[src/rtl/wr_fifo_arbiter_pkg.sv]
// Shared DDR2 write-path definitions: default widths and arbiter state encodings.
package wr_fifo_arbiter_pkg;

  localparam int unsigned DDR2_ADDR_W = 31;
  localparam int unsigned DDR2_DATA_W = 128;

  typedef enum logic [1:0] {
    ST_IDLE  = 2'b00,
    ST_CMD   = 2'b01,
    ST_DATA2 = 2'b10
  } wr_state_e;

endpackage

[src/rtl/wr_fifo_arbiter_rr_arbiter2.sv]
// Two-requester round-robin grant; the pointer names the port that wins a tie.
module rr_arbiter2 (
  input  logic       clk,
  input  logic       rst,
  input  logic [1:0] req,
  input  logic       advance,
  output logic [1:0] grant_c
);

  logic rr_q;
  logic rr_d;

  // Grant the lone requester, or the pointed-to port on a tie; move pointer past the winner.
  always_comb begin
    grant_c = 2'b00;
    rr_d    = rr_q;
    unique case (req)
      2'b01:   grant_c = 2'b01;
      2'b10:   grant_c = 2'b10;
      2'b11:   grant_c = rr_q ? 2'b10 : 2'b01;
      default: grant_c = 2'b00;
    endcase
    if (advance && (grant_c != 2'b00)) begin
      rr_d = grant_c[0];
    end
  end

  // Pointer register.
  always_ff @(posedge clk or posedge rst) begin
    if (rst) begin
      rr_q <= 1'b0;
    end else begin
      rr_q <= rr_d;
    end
  end

endmodule

[src/rtl/wr_fifo_arbiter.sv]
// Arbitrates two 2-beat write bursts into the DDR2 address and write-data FIFOs.
module wr_fifo_arbiter
  import wr_fifo_arbiter_pkg::*;
#(
  parameter int unsigned ADDR_W = DDR2_ADDR_W,
  parameter int unsigned DATA_W = DDR2_DATA_W
) (
  input  logic                  clk,
  input  logic                  rst,
  input  logic                  p0_valid,
  input  logic [ADDR_W-1:0]     p0_addr,
  input  logic [DATA_W-1:0]     p0_data0,
  input  logic [DATA_W-1:0]     p0_data1,
  input  logic [DATA_W/8-1:0]   p0_mask0,
  input  logic [DATA_W/8-1:0]   p0_mask1,
  output logic                  p0_ready,
  input  logic                  p1_valid,
  input  logic [ADDR_W-1:0]     p1_addr,
  input  logic [DATA_W-1:0]     p1_data0,
  input  logic [DATA_W-1:0]     p1_data1,
  input  logic [DATA_W/8-1:0]   p1_mask0,
  input  logic [DATA_W/8-1:0]   p1_mask1,
  output logic                  p1_ready,
  input  logic                  af_full,
  input  logic                  wdf_full,
  output logic [ADDR_W-1:0]     af_addr_din,
  output logic                  af_wr_en,
  output logic [DATA_W-1:0]     wdf_din,
  output logic [DATA_W/8-1:0]   wdf_mask_din,
  output logic                  wdf_wr_en,
  output logic                  busy
);

  localparam int unsigned MASK_W = DATA_W / 8;

  wr_state_e           state_q, state_d;
  logic [ADDR_W-1:0]   addr_q, addr_d;
  logic [DATA_W-1:0]   data0_q, data0_d;
  logic [DATA_W-1:0]   data1_q, data1_d;
  logic [MASK_W-1:0]   mask0_q, mask0_d;
  logic [MASK_W-1:0]   mask1_q, mask1_d;
  logic [1:0]          grant_c;
  logic                accept_c;

  rr_arbiter2 u_rr (
    .clk     (clk),
    .rst     (rst),
    .req     ({p1_valid, p0_valid}),
    .advance (accept_c),
    .grant_c (grant_c)
  );

  // A burst is taken from IDLE, or from DATA2 once its last beat drains; never under reset.
  assign accept_c = !rst && (p0_valid || p1_valid) &&
                    ((state_q == ST_IDLE) || ((state_q == ST_DATA2) && !wdf_full));

  // Next state, burst capture and FIFO-side decode.
  always_comb begin
    state_d      = state_q;
    addr_d       = addr_q;
    data0_d      = data0_q;
    data1_d      = data1_q;
    mask0_d      = mask0_q;
    mask1_d      = mask1_q;
    p0_ready     = 1'b0;
    p1_ready     = 1'b0;
    af_wr_en     = 1'b0;
    wdf_wr_en    = 1'b0;
    af_addr_din  = addr_q;
    wdf_din      = data0_q;
    wdf_mask_din = '1;
    busy         = (state_q != ST_IDLE);

    if (accept_c) begin
      p0_ready = grant_c[0];
      p1_ready = grant_c[1];
      if (grant_c[1]) begin
        addr_d  = p1_addr;
        data0_d = p1_data0;
        data1_d = p1_data1;
        mask0_d = p1_mask0;
        mask1_d = p1_mask1;
      end else begin
        addr_d  = p0_addr;
        data0_d = p0_data0;
        data1_d = p0_data1;
        mask0_d = p0_mask0;
        mask1_d = p0_mask1;
      end
    end

    unique case (state_q)
      ST_IDLE: begin
        if (accept_c) state_d = ST_CMD;
      end
      ST_CMD: begin
        af_wr_en     = 1'b1;
        wdf_wr_en    = 1'b1;
        wdf_din      = data0_q;
        wdf_mask_din = mask0_q;
        if (!af_full && !wdf_full) state_d = ST_DATA2;
      end
      ST_DATA2: begin
        wdf_wr_en    = 1'b1;
        wdf_din      = data1_q;
        wdf_mask_din = mask1_q;
        if (!wdf_full) state_d = accept_c ? ST_CMD : ST_IDLE;
      end
      default: state_d = ST_IDLE;
    endcase
  end

  // State and burst buffer registers; reset drops any burst in flight.
  always_ff @(posedge clk or posedge rst) begin
    if (rst) begin
      state_q <= ST_IDLE;
      addr_q  <= '0;
      data0_q <= '0;
      data1_q <= '0;
      mask0_q <= '0;
      mask1_q <= '0;
    end else begin
      state_q <= state_d;
      addr_q  <= addr_d;
      data0_q <= data0_d;
      data1_q <= data1_d;
      mask0_q <= mask0_d;
      mask1_q <= mask1_d;
    end
  end

endmodule
[config.mk]
export PLATFORM = sky130hd
export DESIGN_NAME = wr_fifo_arbiter
export DESIGN_NICKNAME = d
export VERILOG_FILES = /design/src/rtl/wr_fifo_arbiter_pkg.sv /design/src/rtl/wr_fifo_arbiter_rr_arbiter2.sv /design/src/rtl/wr_fifo_arbiter.sv
export SDC_FILE = /design/constraint.sdc
export NUM_CORES = 1
export LEC_CHECK = 0
export CORE_AREA = 2 2 324 326
export CTS_CLUSTER_DIAMETER = 30
export DETAILED_ROUTE_END_ITERATION = 8
export DIE_AREA = 0 0 326 328
export DONT_BUFFER_PORTS = 1
export GPL_ROUTABILITY_DRIVEN = 0
export GPL_TIMING_DRIVEN = 0
export PLACE_DENSITY = 0.3
export SYNTH_ARGS = -nofsm -noshare
export SYNTH_HDL_FRONTEND = slang
export SYNTH_SLANG_ARGS = --single-unit
[constraint.sdc]
create_clock -name clk -period 12 [get_ports clk]
set_input_delay 2.4 -clock clk [delete_from_list [all_inputs] [get_ports clk]]
set_output_delay 2.4 -clock clk [all_outputs]
set_load 0.02 [all_outputs]
==> summary.txt, run 1 <==
Timing
  • Final Hold Fails: 0
  • Max Fclk: between 150 and 200 MHz
  • RSZ-0062 raised after global routing: false
  • Worst clock skew: 0.0363 ns
  • Slew Limit Fails: 0
  • Final worst slack: 5.65 ns
  • Slew HR: 38.4%
  • Min cycle time layout: 6.35 ns
  • Worst-Margin Slew: 0.924 ns
  • Endpoints failing setup: 0
  • Period utilization: 52.9%

Global route
  • Global Route Usage Sum: 14.1%
  • Busiest grt layer: met2
  • GR met3 Demand/Resource: 3.93%
  • Total grt overflow: 0
  • Met2 Use GR: 24.6%
  • Pin count of the biggest net entering global routing: about 110
  • Grt met1 use: between 10% and 20%
  • Vias in the first global route: between 10000 and 15000
  • Initial antenna violation count: 14
  • First-pass GRT wire length: 107 mm

Routing
  • Via count: 12760
  • DR pass1 iterations: 5
  • Routed wire length: 77.7 mm
  • Wire per inst: ~24 µm
  • Post-DR vias/cell: around 4
  • Detail Route Antenna Nets: 0
  • Drc violations: 0
  • Initial drt markers: 529

Hold path
  • Worst hold path class: register to register
  • Worst Hold Depth: 2
  • WHS Endpoint: data1_q[68]
  • Worst Hold Launch: data1_q[68]

Floorplanning
  • Io pins: 824
  • Full die area: 107000 µm²
  • Initial Util: 16.1%
  • Row Count: 118
  • Core area: approximately 100000 µm²
  • Die height: 328 µm
  • Die extent in x: 326 µm

Critical path
  • Crit path required time: 9.60 ns
  • Critical Path Slowest Stage Cell: nor2_1
  • Crit-path max FO: 10
  • CP top delay family: buffers and inverters
  • R2r setup slk: 9.20 ns
  • Crit path capture type: primary output
  • CP max stage delay: 0.47 ns
  • CP Buf/Inv Count: 3
  • Worst r2r path cells: 8
  • Reg2reg start: state_q[0]
  • Crit path DAT: 3.95 ns
  • RR Endpoint: data0_q[41]
  • Startpoint types: input pin
  • Critical path class: input pin to primary output
  • Worst path cell trace: o21bai_1, a21o_1, buf_6, buf_6, buf_6, nor2_1
  • Most used cell, CP: buf_6

Synthesis
  • Warnings, synthesis: 0
  • Most numerous cell in the Yosys netlist: nand2_1
  • Cells after synthesis: between 1500 and 2000
  • Area share of the largest cell type after synthesis: 48.4%
  • Mapped Area: 16700 µm²
  • Synthesized Nets: 2239
  • Seq cells post-synth: between 300 and 400
  • Primary FF master, synth: dfrtp_1
  • Share of flip-flops with an asynchronous set or reset: 100%
  • Area leader, netlist: dfrtp_1
  • Syn Area/Cell: between 10 and 15 µm²
  • Synth area leaders: dfrtp_1, mux2i_1, mux2_2
  • Register area share after synthesis: 48.4%
  • Yosys cell types: 23
  • Post-synth top cells: nand2_1, dfrtp_1, mux2i_1
  • Post-synth EDFFs: 0

Clock tree
  • Clk root buf: clkbuf_16
  • Postcts setup bufs: 0
  • # hold bufs at CTS: 0
  • Clock Path Buffers: 3
  • CTS Sinks: 322
  • Total number of H-tree levels: 3
  • Worst-path clk slew: 0.04 ns
  • Clock insertion delay at the later pin of the skew report: 0.65 ns
  • CTS tree: built
  • Total CTS buffers: 107
  • Cts repair resizes: 0

Final layout
  • Finished Cell Area: 22200 µm²
  • Nets: 2351
  • Final Util: 21.5%
  • Register Area: ~8100 µm²
  • Fin cells: between 3000 and 4000
  • Layout area overhead: 33.3%
  • Fraction of layout cells with a size suffix above 1: 22.4%
  • Fillers: 11167
  • Multi-input logic area: 7760 µm²

Pwr
  • PwrDens: 320 nW/µm²
  • Worst-case vdd ir drop: about 0.00011 V
  • Static leakage: 10.4 nW
  • Power, Total: 7.11 mW

Placement
  • Pre-CTS setup slack: 5.57 ns
  • DP HPWL: 60.2 mm
  • DP Cell Count: 2973
  • Placed Area: 18500 µm²
  • Port bufs: 0

Status
  • Status: completed

Job
  • Number of max-cap violations: 0
worst register-to-register path, cell delays in order, from the launching register on:
cell and delay (ns):
dfrtp_1 0.41, inv_1 0.11, ha_1 0.24, inv_1 0.23, a21o_1 0.22, clkbuf_1 0.53
buf_8 0.24, clkbuf_1 0.52, o21ai_1 0.16
per-layer routing:
| layer | share of wire (%) | vias to the layer above |
|---|---|---|
| li1 | - | 5814 |
| met1 | 40 | 6294 |
| met2 | 51 | 548 |
| met3 | 6.3 | 104 |
| met4 | 2.5 | 0 |
| met5 | 0 | - |
state kept, by name (all words and copies together) (netlist names):
register and count:
mask1_q 16, u_rr.rr_q 1, state_q 2, mask0_q 16
af_addr_din 31, data1_q 128, data0_q 128
how the worst max path moves through the flow:
stage	start	endpoint	slack (ns)	cells after the start
2_1_floorplan	rst	af_addr_din[0]	0.69	1
3_3_place_gp	rst	data0_q[26]	-4.12	1
3_5_place_dp	p0_valid	p1_ready	5.57	6
4_1_cts	p0_valid	p1_ready	5.56	6
5_1_grt	p0_valid	p1_ready	5.56	6
6_report	rst	p1_ready	5.65	6
per-stage QoR:
stage               hold WS, ns  setup TNS, ns
floorplan                 0.444              0
global placement          0.458       -1296.66
detailed placement        0.465              0
CTS                       0.474              0
global route              0.496              0
finish                    0.471              0
report_power, final:
part	switching, mW	internal [mW]	total, mW	leakage (nW)
Sequential	0.373	1.60	1.98	4.00
Clock	0.803	2.02	2.82	1.84
Combinational	1.57	0.742	2.31	4.51
Total	2.74	4.36	7.11	10.4
cells by family after synthesis:
| family | count (synthesis) | synth area share (%) |
|---|---|---|
| buf+inv | 133 | 5.05 |
| mux | 448 | 27.9 |
| compound gates | 342 | 10.6 |
| flops | 322 | 48.4 |
| fa+ha+maj | 5 | 0.376 |
| simple gates | 340 | 7.69 |
layout make-up:
type                            instances  share of cell area, %
Antenna cell                           13                  0.147
Sequential cell                       322                   36.3
Buffer                                127                   3.69
Clock inverter                         44                   2.80
Tap cell                             1380                   7.78
Timing Repair Buffer                    3                  0.316
Inverter                                6                  0.135
Clock buffer                          149                   13.9
Multi-Input combinational cell       1135                   35.0
cells in the final DEF (no fill, tap or decap), drive strengths merged:
cell type / synthesis / layout
bufinv: 0 / 12
o21ai: 320 / 320
a21oi: 3 / 3
clkbuf: 38 / 187
ha: 5 / 5
inv: 6 / 10
nand2: 335 / 335
mux2i: 319 / 319
clkinv: 0 / 28
o21bai: 1 / 1
o32ai: 1 / 1
diode: 0 / 13
nand2b: 1 / 1
nor2b: 1 / 1
buf: 89 / 92
mux2: 129 / 129
nor2: 3 / 3
dfrtp: 322 / 322
a21o: 1 / 1
a22oi: 16 / 16
Power figures use the tool's default switching activity.
==> run 2, diff against run 1 <==
==> constraint.sdc (replaced) <==
create_clock -name clk -period 5.7 [get_ports clk]
set_input_delay 1.14 -clock clk [delete_from_list [all_inputs] [get_ports clk]]
set_output_delay 1.14 -clock clk [all_outputs]
set_load 0.02 [all_outputs]
==> run 2 against run 1 <==
Against the previous run:
- sequential power rose by 110%
- non-clock buffer count increased by 6
- combinational power is 110% higher
- design area about the same
- setup slack got worse by 4.4 ns
- global-route usage decreased by 0.066 points
- critical path type is now register to primary output
==> summary.txt, run 2 (synthesis results as in run 1) <==
Status
  • Status: completed

Placement
  • DP HPWL: 60.5 mm
  • Port bufs: 0
  • DP Cell Count: 2979

Critical path
  • Crit path required time: 4.56 ns
  • Critical Path Slowest Stage Cell: buf_2
  • Crit-path max FO: 11
  • Crit path DAT: 3.27 ns
  • CP max stage delay: 0.49 ns
  • Startpoint types: register
  • Critical path class: register to primary output
  • CP top delay family: buffers and inverters
  • Worst path cell trace: inv_1, ha_1, buf_2, buf_2, buf_2, mux2_2
  • Crit path capture type: primary output
  • CP Buf/Inv Count: 4
  • Most used cell, CP: buf_2

Floorplanning
  • Full die area: 107000 µm²
  • Die height: about 330 µm
  • Die extent in x: 326 µm
  • Row Count: between 100 and 150
  • Io pins: 824
  • Core area: 103000 µm²
  • Initial Util: 16.1%

Routing
  • Met3 Wirelength: 5.58 mm
  • Detail Route Antenna Nets: 0
  • DRT met1 WL: 30.8 mm
  • Met2 routed WL: 38.6 mm
  • Wire per inst: ~24 µm
  • Top sig layer: met4
  • Drc violations: 0
  • Routed wire length: just under 80 mm
  • Post-DR vias/cell: 4.01
  • Initial drt markers: 522
  • DR pass1 iterations: 4
  • Via count: 12799

Clock tree
  • CTS tree: built
  • Clock insertion delay at the later pin of the skew report: 0.64 ns
  • Total CTS buffers: 110
  • Clk root buf: clkbuf_16
  • CTS Sinks: around 320
  • Worst-path clk slew: about 0.040 ns
  • Postcts setup bufs: 0
  • Clock Path Buffers: 3
  • # hold bufs at CTS: 0
  • Total number of H-tree levels: 3
  • Cts repair resizes: 0

Final layout
  • Layout area overhead: 33.2%
  • Fillers: 11264
  • Fraction of layout cells with a size suffix above 1: 21.9%
  • Most common cell after layout, fill and taps aside: nand2_1
  • Nets: 2360
  • Fin cells: 3189
  • Register Area: a little over 8000 µm²
  • Commonest cells after routing, fill and taps aside: nand2_1, dfrtp_1, mux2i_1, o21ai_1, mux2_2
  • Multi-input logic area: 7760 µm²

Timing
  • Final Hold Fails: 0
  • Setup TNS: 0 ns
  • Endpoints failing setup: 0
  • Worst hold slack: ~0.47 ns
  • Slew HR: 12.1%
  • Period utilization: between 70% and 80%
  • Min cycle time layout: 4.41 ns
  • Slew Limit Fails: 0
  • Worst-Margin Slew: about 1.3 ns
  • Max Fclk: 227 MHz
  • Worst clock skew: 0.0170 ns
  • RSZ-0062 raised after global routing: false

Pwr
  • Worst-case vdd ir drop: 0.000201 V
  • PwrDens: 666 nW/µm²
  • Static leakage: 10.3 nW

Global route
  • Initial antenna violation count: 13
  • Pin count of the biggest net entering global routing: 39
  • Global Route Usage Sum: between 10 and 15%
  • Total grt overflow: 0
  • First-pass GRT wire length: 106 mm
  • Vias in the first global route: 13887

Hold path
  • Worst hold path class: register to register

Job
  • Number of max-cap violations: 0
run 2: cell types whose count changed in the layout (fill, tap and decap cells not counted), moves of 3 or more:
cell       change
clkbuf_1      +18
buf_12         +8
clkbuf_16      +3
bufinv_16      -7
clkinv_2      -13
clkbuf_8       +7
clkinv_16      -3
run 2: power breakdown:
part	internal (mW)	switching (mW)
sequential	3.37	0.810
clock	4.11	1.62
combinational	1.57	3.30
run 2: cell type report:
type / count / area share, %
well taps: 1380 / 7.78
diodes: 12 / 0.135
clock inverters: 21 / 1.19
clock buffers: 177 / 15.0
plain buffers: 127 / 3.69
inverters: 6 / 0.118
repair buffers: 9 / 0.846
multi-input cells: 1135 / 35.0
flip-flops and latches: 322 / 36.3
run 2: path summary, 6_finish.rpt:
check	from	end	slack [ns]	depth (start not counted)
max in group asynchronous	rst	data0_q[40]	3.70	5
setup / recovery	state_q[0]	wdf_din[87]	1.29	6
hold / removal	data0_q[66]	data0_q[66]	0.47	2
hold reg to reg	data0_q[66]	data0_q[66]	0.47	2
min in group asynchronous	rst	data1_q[119]	0.48	1
setup reg to reg	state_q[0]	data1_q[125]	2.42	7
run 2: metrics by stage:
step / util, % / instance area, µm² / power [mW] / setup slack, ns
final: 21.5 / 22200 / 14.8 / 1.29
after global routing: 21.5 / 22200 / 15.7 / 1.00
after CTS: 21.5 / 22200 / 15.1 / 1.03
after detailed placement: 18.0 / 18600 / 9.24 / 1.71
after global placement: 17.8 / 18400 / 9.18 / -2.17
after floorplan: - / 16700 / 7.52 / 0.265
run 2: tightest hold or removal path: cells and delay by family, from the launching register on:
kind	cells	cell delay (ns)
flops	1	0.33
simple gates	1	0.05
compound gates	1	0.06
run 2: per-layer routing:
layer	global-route usage, %	vias to the layer above
met1	16.5	6242
met2	24.1	579
met4	5.38	0
met5	0	-
met3	4.05	122
li1	-	5856
